**src/rtl/sweep_pkg.sv**
```systemverilog
// rtl/sweep_pkg.sv - shared types and sizes for the truth-table sweep controller
package sweep_pkg;

    localparam int NUM_VECTORS = 16;
    localparam int IDX_W       = 4;
    localparam int CNT_W       = 5;
    localparam int TMR_W       = 8;

    typedef enum logic [1:0] {
        ST_IDLE   = 2'd0,
        ST_DRIVE  = 2'd1,
        ST_SAMPLE = 2'd2,
        ST_DONE   = 2'd3
    } sweep_state_e;

endpackage

```
**src/rtl/sweep_if.sv**
```systemverilog
// rtl/sweep_if.sv - settle timer control link between the sweep FSM and its timer
interface sweep_if;

    logic load;
    logic enable;
    logic expire;

    // FSM side: restarts and advances the timer, watches for expiry
    modport master (output load, output enable, input expire);
    // Timer side
    modport slave  (input load, input enable, output expire);

endinterface

```
**src/rtl/sweep_settle_timer.sv**
```systemverilog
// rtl/sweep_settle_timer.sv - counts the cycles a vector is held before sampling
module sweep_settle_timer
    import sweep_pkg::*;
#(
    parameter int SETTLE_CYCLES = 2
) (
    input  logic    clk,
    input  logic    rst_n,
    sweep_if.slave  tmr
);

    // Expiry fires on the last enabled cycle so the FSM spends exactly
    // SETTLE_CYCLES cycles in DRIVE before moving on.
    localparam logic [TMR_W-1:0] LAST = TMR_W'(SETTLE_CYCLES - 1);

    logic [TMR_W-1:0] cnt_q;
    logic [TMR_W-1:0] cnt_d;

    // Next count: load restarts from zero, enable advances
    always_comb begin
        cnt_d = cnt_q;
        if (tmr.load) begin
            cnt_d = '0;
        end else if (tmr.enable) begin
            cnt_d = cnt_q + TMR_W'(1);
        end
    end

    // Counter register
    always_ff @(posedge clk) begin
        if (!rst_n) begin
            cnt_q <= '0;
        end else begin
            cnt_q <= cnt_d;
        end
    end

    assign tmr.expire = tmr.enable && (cnt_q == LAST);

endmodule

```
**src/rtl/circuit_sweep_ctrl.sv**
```systemverilog
// rtl/circuit_sweep_ctrl.sv - drives all 16 input vectors of a 4-input circuit and grades f
module circuit_sweep_ctrl
    import sweep_pkg::*;
#(
    parameter int SETTLE_CYCLES = 2
) (
    input  logic                   clk,
    input  logic                   rst_n,
    input  logic                   start,
    input  logic [NUM_VECTORS-1:0] expected,
    input  logic                   f,
    output logic                   x,
    output logic                   y,
    output logic                   w,
    output logic                   z,
    output logic                   busy,
    output logic                   done,
    output logic [NUM_VECTORS-1:0] tbl,
    output logic [CNT_W-1:0]       mismatch_cnt,
    output logic [IDX_W-1:0]       first_err_idx,
    output logic                   err_valid,
    output logic                   pass
);

    localparam logic [IDX_W-1:0] LAST_IDX = IDX_W'(NUM_VECTORS - 1);

    sweep_state_e           state_q,  state_d;
    logic [IDX_W-1:0]       idx_q,    idx_d;
    logic [NUM_VECTORS-1:0] exp_q,    exp_d;
    logic [NUM_VECTORS-1:0] tbl_q,    tbl_d;
    logic [CNT_W-1:0]       mcnt_q,   mcnt_d;
    logic [IDX_W-1:0]       ferr_q,   ferr_d;
    logic                   errv_q,   errv_d;
    logic                   pass_q,   pass_d;

    sweep_if tmr_if ();

    sweep_settle_timer #(
        .SETTLE_CYCLES (SETTLE_CYCLES)
    ) u_timer (
        .clk   (clk),
        .rst_n (rst_n),
        .tmr   (tmr_if.slave)
    );

    // Next-state and datapath updates; pass is resolved on the last sample
    // so it is already valid during the DONE cycle and then simply held.
    always_comb begin
        state_d        = state_q;
        idx_d          = idx_q;
        exp_d          = exp_q;
        tbl_d          = tbl_q;
        mcnt_d         = mcnt_q;
        ferr_d         = ferr_q;
        errv_d         = errv_q;
        pass_d         = pass_q;
        tmr_if.load    = 1'b0;
        tmr_if.enable  = 1'b0;
        unique case (state_q)
            ST_IDLE: begin
                if (start) begin
                    exp_d       = expected;
                    tbl_d       = '0;
                    mcnt_d      = '0;
                    ferr_d      = '0;
                    errv_d      = 1'b0;
                    pass_d      = 1'b0;
                    idx_d       = '0;
                    tmr_if.load = 1'b1;
                    state_d     = ST_DRIVE;
                end
            end
            ST_DRIVE: begin
                tmr_if.enable = 1'b1;
                if (tmr_if.expire) begin
                    state_d = ST_SAMPLE;
                end
            end
            ST_SAMPLE: begin
                tbl_d[idx_q] = f;
                if (f != exp_q[idx_q]) begin
                    mcnt_d = mcnt_q + CNT_W'(1);
                    if (!errv_q) begin
                        ferr_d = idx_q;
                        errv_d = 1'b1;
                    end
                end
                if (idx_q == LAST_IDX) begin
                    pass_d  = (mcnt_d == '0);
                    state_d = ST_DONE;
                end else begin
                    idx_d       = idx_q + IDX_W'(1);
                    tmr_if.load = 1'b1;
                    state_d     = ST_DRIVE;
                end
            end
            ST_DONE: begin
                state_d = ST_IDLE;
            end
            default: begin
                state_d = ST_IDLE;
            end
        endcase
    end

    // State and result registers
    always_ff @(posedge clk) begin
        if (!rst_n) begin
            state_q <= ST_IDLE;
            idx_q   <= '0;
            exp_q   <= '0;
            tbl_q   <= '0;
            mcnt_q  <= '0;
            ferr_q  <= '0;
            errv_q  <= 1'b0;
            pass_q  <= 1'b0;
        end else begin
            state_q <= state_d;
            idx_q   <= idx_d;
            exp_q   <= exp_d;
            tbl_q   <= tbl_d;
            mcnt_q  <= mcnt_d;
            ferr_q  <= ferr_d;
            errv_q  <= errv_d;
            pass_q  <= pass_d;
        end
    end

    // The circuit inputs park at vector 0 whenever no sweep is running
    assign {x, y, w, z}  = (state_q == ST_IDLE) ? '0 : idx_q;
    assign busy          = (state_q != ST_IDLE);
    assign done          = (state_q == ST_DONE);
    assign tbl           = tbl_q;
    assign mismatch_cnt  = mcnt_q;
    assign first_err_idx = ferr_q;
    assign err_valid     = errv_q;
    assign pass          = pass_q;

endmodule
```
**config.mk**
```make
export PLATFORM = sky130hd
export DESIGN_NAME = circuit_sweep_ctrl
export DESIGN_NICKNAME = d
export VERILOG_FILES = /design/src/rtl/sweep_pkg.sv /design/src/rtl/sweep_if.sv /design/src/rtl/sweep_settle_timer.sv /design/src/rtl/circuit_sweep_ctrl.sv
export SDC_FILE = /design/constraint.sdc
export NUM_CORES = 1
export LEC_CHECK = 0
export ABC_AREA = 0
export BUFFER_PORTS_ARGS = -buffer_cell sky130_fd_sc_hd__clkbuf_2
export CAP_MARGIN = 20
export CORE_MARGIN = 2
export CORE_UTILIZATION = 30
export CTS_CLUSTER_DIAMETER = 80
export DETAILED_ROUTE_END_ITERATION = 7
export GPL_TIMING_DRIVEN = 0
export SLEW_MARGIN = 5
export SYNTH_ARGS = -nofsm -noshare
export SYNTH_HDL_FRONTEND = slang
export SYNTH_SLANG_ARGS = --single-unit
```
**constraint.sdc**
```tcl
create_clock -name clk -period 2.55 [get_ports clk]
set_clock_uncertainty 0.1 [all_clocks]
set_input_delay 0.51 -clock clk [delete_from_list [all_inputs] [get_ports clk]]
set_output_delay 0.51 -clock clk [all_outputs]
set_load 0.005 [all_outputs]
```
==> results.md, run 1 <==
* Status: finished clean
* Antenna cells at 0
* Non-filler cells, final at 530
* Leakage power at 1.322 nW
* Seq/Total Area, Yosys at 39.38%
* # DRC at 0
* Initial drt markers at 116
* Starting Density at 31.07%
* Sinks on Clock Net at 57
* Avg Cell Area, Syn at 8.624 sq um
* Net Sw Power at 0.5062 mW
* Warnings, synthesis at 0
* Row cnt at 35
* Clock share of power at 38.9%
* # Max-Cap Violations at 0
* Vias in the first global route at 2622
* Tot Pwr at 1.932 mW
* Sw Ratio at 26.20%
* Clk slew on worst S/H paths at 0.07 ns
* Initial antenna violation count at 0
* CTS buffer count at 9
* Max-slew violations at 0
* Synthesis-to-layout area growth at 21.03%
* Tot GR Track Use at 15.30%
* Synth Cell Area at 2898 sq um
* CTS tree: done
* Post-synth net total at 363
* Total grt overflow at 0
* # setup viols final at 0
* Aggregate routed wire length at 7582 microns
* Metal-1 WL at 3535 microns
* Via/cell ratio at 5.011
* Final net count at 426
* DP HPWL at 5605 microns
* Die footprint at 10460 sq um
* Chip height at 102.3 microns
* Filler Cells Inserted at 965
* Sum Neg Setup Slack at 0 ns
* Layout cell share with drive strength beyond 1 at 19.95%
* Flop pwr share at 48.7%
* Highest Signal Layer: met4
* H-tree depth at 3
* Vias at 2656
* Router iterations before antenna repair at 5
* Seq cells post-synth at 57
* Io pins at 53
* Clock root cell: clkbuf_8
* CP endpoint kind: flip-flop
* Fin worst setup slack at 0.09172 ns
* DR WL/cell at 14.31 microns
* Register area at 1141 sq um
* Worst-Skew Late Latency at 0.34 ns
* Met3 Wirelength at 502 microns
* Area of the multi-input gates at 1649 sq um
* Slew margin rel. at 65.41%
* Met2 wire length at 3386 microns
* CTS hold repair buffers at 0
* Largest net degree at the start of global routing at 11
* Routability cong. at 0.9004
* Required @ worst endpoint at 2.68 ns
* Hold Vio Cnt, Final at 0
* VDD IR-drop max at 0.0002054 V
* Chip width at 102.3 microns
* Synth Instances at 336
* Core box area at 9328 sq um
* Crit Path Class: flip-flop to flip-flop
* Port bufs at 51
* First-pass GRT wire length at 12540 microns
* Place WS at -0.03469 ns
* Cells after DPL at 516
* Synth cell types at 53
* CP Launch Type: flip-flop
* Gate power share at 12.5%
* Setup repair after global routing missed its margin: no
* HP Class: input port to flip-flop
* Power density cells at 551.0 nW/um^2
* Critical path peak fanout at 10
* Period Utilization, post-route at 96.40%
* Dominant synthesized flop cell: dfxtp_1
* Post-synth EDFFs at 0
* Ys async rst share at 0%
* Routed Antenna Nets at 0
* Minimum clock period at 2.458 ns
* Pint at 1.426 mW
* Worst-Margin Slew at 0.5170 ns
* Crit path DAT at 2.59 ns
* CTS Buffer Depth at 2
* Peak Freq at 0.4068 GHz
==> Yosys cell counts (2+ instances only) <==
cell type,count,area (sq um)
ha_1,7,87.58
o311ai_0,3,26.28
xnor2_1,5,43.79
xor2_1,7,61.31
clkbuf_1,16,60.06
nor2_1,29,108.9
o211ai_1,12,90.09
mux4_2,2,45.04
and2_1,6,37.54
a22oi_1,2,15.01
o211a_1,2,20.02
buf_6,2,22.52
a21oi_1,10,50.05
buf_2,2,10.01
nand2b_1,3,18.77
inv_1,4,15.01
a21boi_0,9,67.56
nor2b_1,9,56.30
a31oi_1,3,18.77
a2bb2oi_1,3,26.28
nand3_1,11,55.05
dfxtp_1,57,1141
a21boi_1,22,165.2
o21ai_0,2,10.01
nor3_1,3,15.01
nand2_1,57,214.0
mux2i_1,6,60.06
nand4_1,16,100.1
nand3b_1,2,15.01
==> cell families after synthesis <==
logic type	Yosys count	share of synthesized area [%]
flip-flops	57	39.38
AND/OR/NAND/NOR	143	24.05
adder cells (fa/ha/maj)	7	3.022
buffers and inverters	28	4.274
multiplexers	10	4.879
XOR/XNOR	12	3.627
AO/OA/AOI/OAI	79	20.77
==> through the flow <==
stage               hold slack (ns)  utilization [%]  area, sq um
finish                       0.2888            37.60         3507
detailed placement           0.3485            35.53         3314
global placement             0.3440            35.53         3314
global route                 0.3043            37.60         3507
CTS                          0.2841            37.52         3500
floorplan                    0.3319                -         2898
==> sequential cells by signal, indices dropped and copies added (netlist names) <==
name	count
first_err_idx	4
pass	1
exp_q	16
u_timer.cnt_q	8
state_q	2
idx_q	4
mismatch_cnt	5
tbl	16
err_valid	1
==> cell usage in the layout, fill, tap and decap left out, drive strengths merged, types with 4 or more instances in the layout <==
cell type / Yosys / routed
a21boi: 31 / 31
a21oi: 10 / 10
a31oi: 4 / 4
and2: 6 / 6
buf: 5 / 6
clkbuf: 17 / 81
dfxtp: 57 / 57
ha: 7 / 7
inv: 5 / 5
mux2i: 8 / 8
nand2: 57 / 57
nand3: 12 / 12
nand4: 16 / 16
nor2: 29 / 29
nor2b: 9 / 9
o211ai: 12 / 12
xnor2: 5 / 5
xor2: 7 / 7
==> power by group through the flow <==
stage	clock network (mW)	logic, mW	registers (mW)
2_1_floorplan	0	0.165	0.954
3_3_place_gp	0	0.234	0.958
3_5_place_dp	0	0.237	0.960
4_1_cts	0.769	0.241	0.940
5_1_grt	0.807	0.270	0.943
6_report	0.751	0.241	0.940
==> layer usage <==
metal  track usage (%)  vias up
li1                  -     1311
met1             19.95     1225
met2             24.29      102
met3             3.146       18
met4             7.179        0
met5                 0        -
==> critical path, cell delays in order, from the launching register on <==
cell     delay [ns]
dfxtp_1        0.37
buf_6          0.14
mux4_2         0.54
mux2i_4        0.19
mux2i_4        0.35
nand3_4        0.13
buf_6          0.17
a22o_1         0.18
o21a_1         0.17
==> final cells by class <==
| type | count | share of cell area (%) |
|---|---|---|
| Buffer | 22 | 2.890 |
| Tap cell | 129 | 4.602 |
| Sequential cell | 57 | 32.54 |
| Multi-Input combinational cell | 251 | 47.02 |
| Timing Repair Buffer | 52 | 7.492 |
| Inverter | 6 | 0.6422 |
| Clock buffer | 13 | 4.816 |
==> final timing paths <==
path,start,endpoint,slack (ns),cells after the start
max reg2reg,idx_q[0]$_SDFFE_PN0P_,mismatch_cnt[4]$_SDFFE_PN0P_,0.09,8
min,expected[3],exp_q[3]$_SDFFE_PN0P_,0.29,3
max,idx_q[0]$_SDFFE_PN0P_,mismatch_cnt[4]$_SDFFE_PN0P_,0.09,8
min reg2reg,exp_q[10]$_SDFFE_PN0P_,exp_q[10]$_SDFFE_PN0P_,0.35,2
==> timing repair <==
action,in CTS,in global routing
setup endpoints to repair,1,1
setup buffers,1,0
gates resized for setup,1,1
endpoints found under the hold margin,0,0
(Power assumes the default switching activity.)
==> run 2: changes to the inputs <==
- MAX_ROUTING_LAYER: unset -> met4
- SLEW_MARGIN: 5 -> 20
==> run 2 against run 1 <==
Final cell count unchanged. Sequential power about the same. Clock power is essentially flat. Critical path depth unchanged. Highest routed layer unchanged.
==> results.md, run 2 (synthesis results as in run 1) <==
* Status: finished clean (unchanged)
* Sinks on Clock Net at 57 (unchanged)
* Place WS at -0.03469 ns (unchanged)
* Leakage power at 1.322 nW (unchanged)
* Crit path to: mismatch_cnt[4]$_SDFFE_PN0P_ (unchanged)
* Required @ worst endpoint at 2.68 ns (about the same)
* Clock root cell: clkbuf_8 (unchanged)
* Router iterations before antenna repair at 5 (unchanged)
* CP Launch Type: flip-flop (unchanged)
* # setup viols final at 0 (unchanged)
* Critical Path Start: idx_q[0]$_SDFFE_PN0P_ (unchanged)
* Area of the multi-input gates at 1649 sq um (unchanged)
* Initial antenna violation count at 0 (unchanged)
* Commonest non-fill, non-tap cells in the layout: nand2_1, dfxtp_1, clkbuf_2 (unchanged)
* Register area at 1141 sq um (unchanged)
* Die footprint at 10460 sq um (unchanged)
* Antenna cells at 0 (unchanged)
* Fin util at 37.60% (unchanged)
* Crit Path Class: flip-flop to flip-flop (unchanged)
* CTS tree: done (unchanged)
* Routability cong. at 0.9158 (was 0.9004)
* DP HPWL at 5605 microns (unchanged)
* Hold Vio Cnt, Final at 0 (unchanged)
* Vias in the first global route at 2621 (was 2622)
* Minimum clock period at 2.461 ns (was 2.458 ns)
* Largest net degree at the start of global routing at 11 (unchanged)
* HP Class: input port to flip-flop (unchanged)
* Via/cell ratio at 5.008 (was 5.011)
* Row cnt at 35 (unchanged)
* Max-slew violations at 0 (unchanged)
* Power density cells at 550.6 nW/um^2 (was 551.0 nW/um^2)
* Worst-Margin Slew at 0.5107 ns (was 0.5170 ns)
* Crit path DAT at 2.59 ns (about the same)
* Setup repair after global routing missed its margin: no (unchanged)
* VDD IR-drop max at 0.0002038 V (was 0.0002054 V)
* Tot GR Track Use at 15.80% (was 15.30%)
* Slack of the worst reg-to-reg path at 0.09 ns (about the same)
* Final net count at 426 (unchanged)
* Synthesis-to-layout area growth at 21.03% (unchanged)
* Initial drt markers at 139 (was 116)
* Chip width at 102.3 microns (unchanged)
* Total grt overflow at 0 (unchanged)
* Port bufs at 51 (unchanged)
* Core box area at 9328 sq um (unchanged)
* # Max-Cap Violations at 0 (unchanged)
* H-tree depth at 3 (unchanged)
* # DRC at 0 (unchanged)
* Worst flop-to-flop path endpoint: mismatch_cnt[4]$_SDFFE_PN0P_ (unchanged)
* Starting Density at 31.07% (unchanged)
* DR WL/cell at 14.22 microns (was 14.31 microns)
* First-pass GRT wire length at 12540 microns (about the same)
* Peak Freq at 0.4064 GHz (was 0.4068 GHz)
* Crit Reg-Reg Startpoint: idx_q[0]$_SDFFE_PN0P_ (unchanged)
* Slew margin rel. at 65.83% (was 65.41%)
* Period Utilization, post-route at 96.50% (was 96.40%)
* Layout cell share with drive strength beyond 1 at 19.95% (unchanged)
* Aggregate routed wire length at 7536 microns (was 7582 microns)
* Hold_sp: expected[3] (unchanged)
* CTS Buffer Depth at 2 (unchanged)
* CP endpoint kind: flip-flop (unchanged)
* Chip height at 102.3 microns (unchanged)
* CTS buffer count at 9 (unchanged)
* Io pins at 53 (unchanged)
* Clk slew on worst S/H paths at 0.07 ns (about the same)
* Fin worst setup slack at 0.08935 ns (was 0.09172 ns)
* Reg2reg path depth at 8 (unchanged)
* Filler Cells Inserted at 965 (unchanged)
* Critical path peak fanout at 10 (unchanged)
* Vias at 2654 (was 2656)
* Routed Antenna Nets at 0 (unchanged)
* Tot Pwr at 1.931 mW (was 1.932 mW)
* Worst-Skew Late Latency at 0.34 ns (about the same)
==> run 2: cell counts in the layout (fill, tap and decap cells not counted) <==
Identical to the previous run, type by type.
==> run 2: power breakdown <==
group | switching, mW | internal (mW) | leakage [nW] | total, mW
clock | 0.334 | 0.416 | 0.0875 | 0.750
sequential | 0.0207 | 0.919 | 0.462 | 0.940
combinational | 0.150 | 0.0905 | 0.772 | 0.241
==> run 2: worst min-delay path by stage <==
stage / end / cells after the start
after floorplan: exp_q[4]$_SDFFE_PN0P_ / 2
after global placement: exp_q[13]$_SDFFE_PN0P_ / 2
after detailed placement: exp_q[10]$_SDFFE_PN0P_ / 2
after CTS: exp_q[3]$_SDFFE_PN0P_ / 3
after global routing: exp_q[8]$_SDFFE_PN0P_ / 3
final: exp_q[3]$_SDFFE_PN0P_ / 3
==> run 2: per-layer routing <==
metal  up-vias  wire (microns)  GRT usage, %
met5         -               0             -
met4         0             161         7.179
met3        17             439         3.352
met2        89            3393         24.24
met1      1236            3542         19.95
li1       1312               -             -
==> run 2: area by class of cell <==
cell class	count	area share, %
multi-input combinational	251	47.02
clock buffer	13	4.816
timing repair buffer	52	7.492
buffer	22	2.890
tap	129	4.602
sequential	57	32.54
inverter	6	0.6422
==> run 2: worst max-delay path, cell delays in order (launching register included) <==
cell     delay [ns]
dfxtp_1        0.38
buf_6          0.14
mux4_2         0.54
mux2i_4        0.19
mux2i_4        0.35
nand3_4        0.13
buf_6          0.17
a22o_1         0.18
o21a_1         0.17
==> run 2: stage by stage <==
stage          hold slack [ns]  cell area [sq um]  setup TNS [ns]  std cells
2_1_floorplan           0.3319               2898               0        336
3_3_place_gp            0.3440               3314       -0.001608        516
3_5_place_dp            0.3485               3314        -0.03469        516
4_1_cts                 0.2841               3500               0        530
5_1_grt                 0.3016               3507               0        530
6_report                0.2911               3507               0        530
==> run 2: repair_timing <==
action / CTS / global route
setup buffers: 1 / 0
resized for setup: 1 / 1
endpoints found under the hold margin: 0 / 0
hold buffers: 0 / 0
setup endpoints to repair: 1 / 1
==> run 3: changes to the inputs <==
- BUFFER_PORTS_ARGS: -buffer_cell sky130_fd_sc_hd__clkbuf_2 -> unset
- DONT_BUFFER_PORTS: unset -> 1
- RECOVER_POWER: unset -> 25
==> run 3 against run 2 <==
Clock power rose by 13%. Flip-flop and latch count did not move. Non-clock buffer count fell by 48. Combinational power fell by 7%. Cell area fell by 6.1%. Power rose by 4.1%. Sequential share of layout area rose by 2.1 points. Critical path type unchanged. Largest power group unchanged.
==> results.md, run 3 (synthesis results as in run 1) <==
* HP Class: input port to flip-flop (unchanged)
* CTS tree: done (unchanged)
* Routability cong. at 0.8653 (was 0.9158)
* Power density cells at 610.4 nW/um^2 (was 550.6 nW/um^2)
* Peak Freq at 0.4067 GHz (was 0.4064 GHz)
* Non-filler cells, final at 484 (was 530)
* Initial drt markers at 178 (was 139)
* # DRC at 0 (unchanged)
* CP Launch Type: flip-flop (unchanged)
* Commonest non-fill, non-tap cells in the layout: nand2_1, dfxtp_1, nor2_1 (was nand2_1, dfxtp_1, clkbuf_2)
* Tot GR Track Use at 15.77% (was 15.80%)
* Area of the multi-input gates at 1642 sq um (was 1649 sq um)
* Max-slew violations at 0 (unchanged)
* Worst-Margin Slew at 0.5268 ns (was 0.5107 ns)
* Placed inst area at 3059 sq um (was 3314 sq um)
* Antenna cells at 0 (unchanged)
* Die footprint at 10460 sq um (unchanged)
* Leakage power at 1.124 nW (was 1.322 nW)
* Period Utilization, post-route at 96.43% (was 96.50%)
* DR WL/cell at 15.41 microns (was 14.22 microns)
* Slew margin rel. at 64.88% (was 65.83%)
* Vias at 2444 (was 2654)
* VDD IR-drop max at 0.0003476 V (was 0.0002038 V)
* Number of buffers and inverters on the critical path at 2 (unchanged)
* Filler Cells Inserted at 999 (was 965)
* Hold Vio Cnt, Final at 0 (unchanged)
* CTS hold repair buffers at 0 (unchanged)
* Clock root cell: clkbuf_8 (unchanged)
* Status: finished clean (unchanged)
* CTS Buffer Depth at 2 (unchanged)
* CTS buffer count at 9 (unchanged)
* Place WS at -0.004000 ns (was -0.03469 ns)
* Total grt overflow at 0 (unchanged)
* Chip height at 102.3 microns (unchanged)
* Hold Slack at 0.1880 ns (was 0.2911 ns)
* Routed Antenna Nets at 0 (unchanged)
* CP endpoint kind: flip-flop (unchanged)
* Starting Density at 31.07% (unchanged)
* Slack of the worst reg-to-reg path at 0.09 ns (about the same)
* Router iterations before antenna repair at 7 (was 5)
* Register area at 1141 sq um (unchanged)
* Core box area at 9328 sq um (unchanged)
* # Max-Cap Violations at 0 (unchanged)
* Row cnt at 35 (unchanged)
* Vias in the first global route at 2390 (was 2621)
* Delay-heaviest family, CP: multiplexers (unchanged)
* Crit path DAT at 2.60 ns (was 2.59 ns)
* Synthesis-to-layout area growth at 13.64% (was 21.03%)
* Chip width at 102.3 microns (unchanged)
* Tot Pwr at 2.010 mW (was 1.931 mW)
* Port bufs at 0 (was 51)
* Aggregate routed wire length at 7458 microns (was 7536 microns)
* Slowest stage delay, CP at 0.54 ns (about the same)
* Required @ worst endpoint at 2.69 ns (was 2.68 ns)
* CP cell instances: buf_6, mux4_2, mux2i_4, mux2i_4, nand3_2, buf_6, a22o_1, o21a_1 (was buf_6, mux4_2, mux2i_4, mux2i_4, nand3_4, buf_6, a22o_1, o21a_1)
* Layout cell share with drive strength beyond 1 at 9.577% (was 19.95%)
* # setup viols final at 0 (unchanged)
* Final net count at 378 (was 426)
* Crit Path Class: flip-flop to flip-flop (unchanged)
* Fin worst setup slack at 0.09104 ns (was 0.08935 ns)
* Critical path peak fanout at 10 (unchanged)
* Fin util at 35.31% (was 37.60%)
* DP HPWL at 5441 microns (was 5605 microns)
* First-pass GRT wire length at 12160 microns (was 12540 microns)
* Cells after DPL at 465 (was 516)
* Post-Layout Inst Area at 3293 sq um (was 3507 sq um)
* Sinks on Clock Net at 57 (unchanged)
* H-tree depth at 3 (unchanged)
* Initial antenna violation count at 0 (unchanged)
* Largest net degree at the start of global routing at 11 (unchanged)
* Via/cell ratio at 5.050 (was 5.008)
* Sum Neg Setup Slack at 0 ns (unchanged)
* Slowest-stage cell, CP: mux4_2 (unchanged)
* Minimum clock period at 2.459 ns (was 2.461 ns)
* Clk slew on worst S/H paths at 0.07 ns (about the same)
* Worst-Skew Late Latency at 0.35 ns (was 0.34 ns)
* Io pins at 53 (unchanged)
run 3: changes by cell type in the layout (fill, tap and decap cells not counted), sizes merged:
| cell | delta |
|---|---|
| buf | +3 |
| bufinv | +1 |
| clkbuf | -52 |
| clkinv | +2 |
run 3: metal layers:
layer / track usage [%] / vias to the layer above / wire length, microns
met4: 5.641 / 0 / 107
met5: - / - / 0
met1: 18.89 / 1137 / 3247
met3: 5.677 / 10 / 689
met2: 24.44 / 81 / 3414
li1: - / 1216 / -
run 3: worst reg2reg max path, cell delays in order, from the launching register on:
cell and delay, ns:
dfxtp_1 0.37, buf_6 0.17, mux4_2 0.54, mux2i_4 0.19, mux2i_4 0.33, nand3_2 0.15
buf_6 0.17, a22o_1 0.18, o21a_1 0.16
run 3: timing repair:
action,CTS,global route
pin swaps,0,0
endpoints found under the setup margin,1,1
hold endpoints to repair,0,0
gates cloned,0,0
gates resized for setup,1,0
setup buffers,0,4
run 3: final timing paths:
path / start / depth (start not counted) / endpoint
max: idx_q[0]$_SDFFE_PN0P_ / 8 / mismatch_cnt[4]$_SDFFE_PN0P_
min: expected[6] / 2 / exp_q[6]$_SDFFE_PN0P_
max reg2reg: idx_q[0]$_SDFFE_PN0P_ / 8 / mismatch_cnt[4]$_SDFFE_PN0P_
min reg2reg: exp_q[14]$_SDFFE_PN0P_ / 2 / exp_q[14]$_SDFFE_PN0P_
run 3: layout make-up:
class                   instances  share of cell area [%]
plain buffers                  22                   3.078
inverters                       6                  0.6839
multi-input cells             251                   49.85
clock buffers                  12                   4.711
repair buffers                  4                  0.9119
well taps                     129                   4.901
flip-flops and latches         57                   34.65
clock inverters                 3                   1.216
run 3: power breakdown:
part	switching, mW	leakage [nW]	internal (mW)
Clock	0.351	0.102	0.496
Combinational	0.144	0.560	0.0792
Sequential	0.0213	0.462	0.919
Total	0.516	1.12	1.49
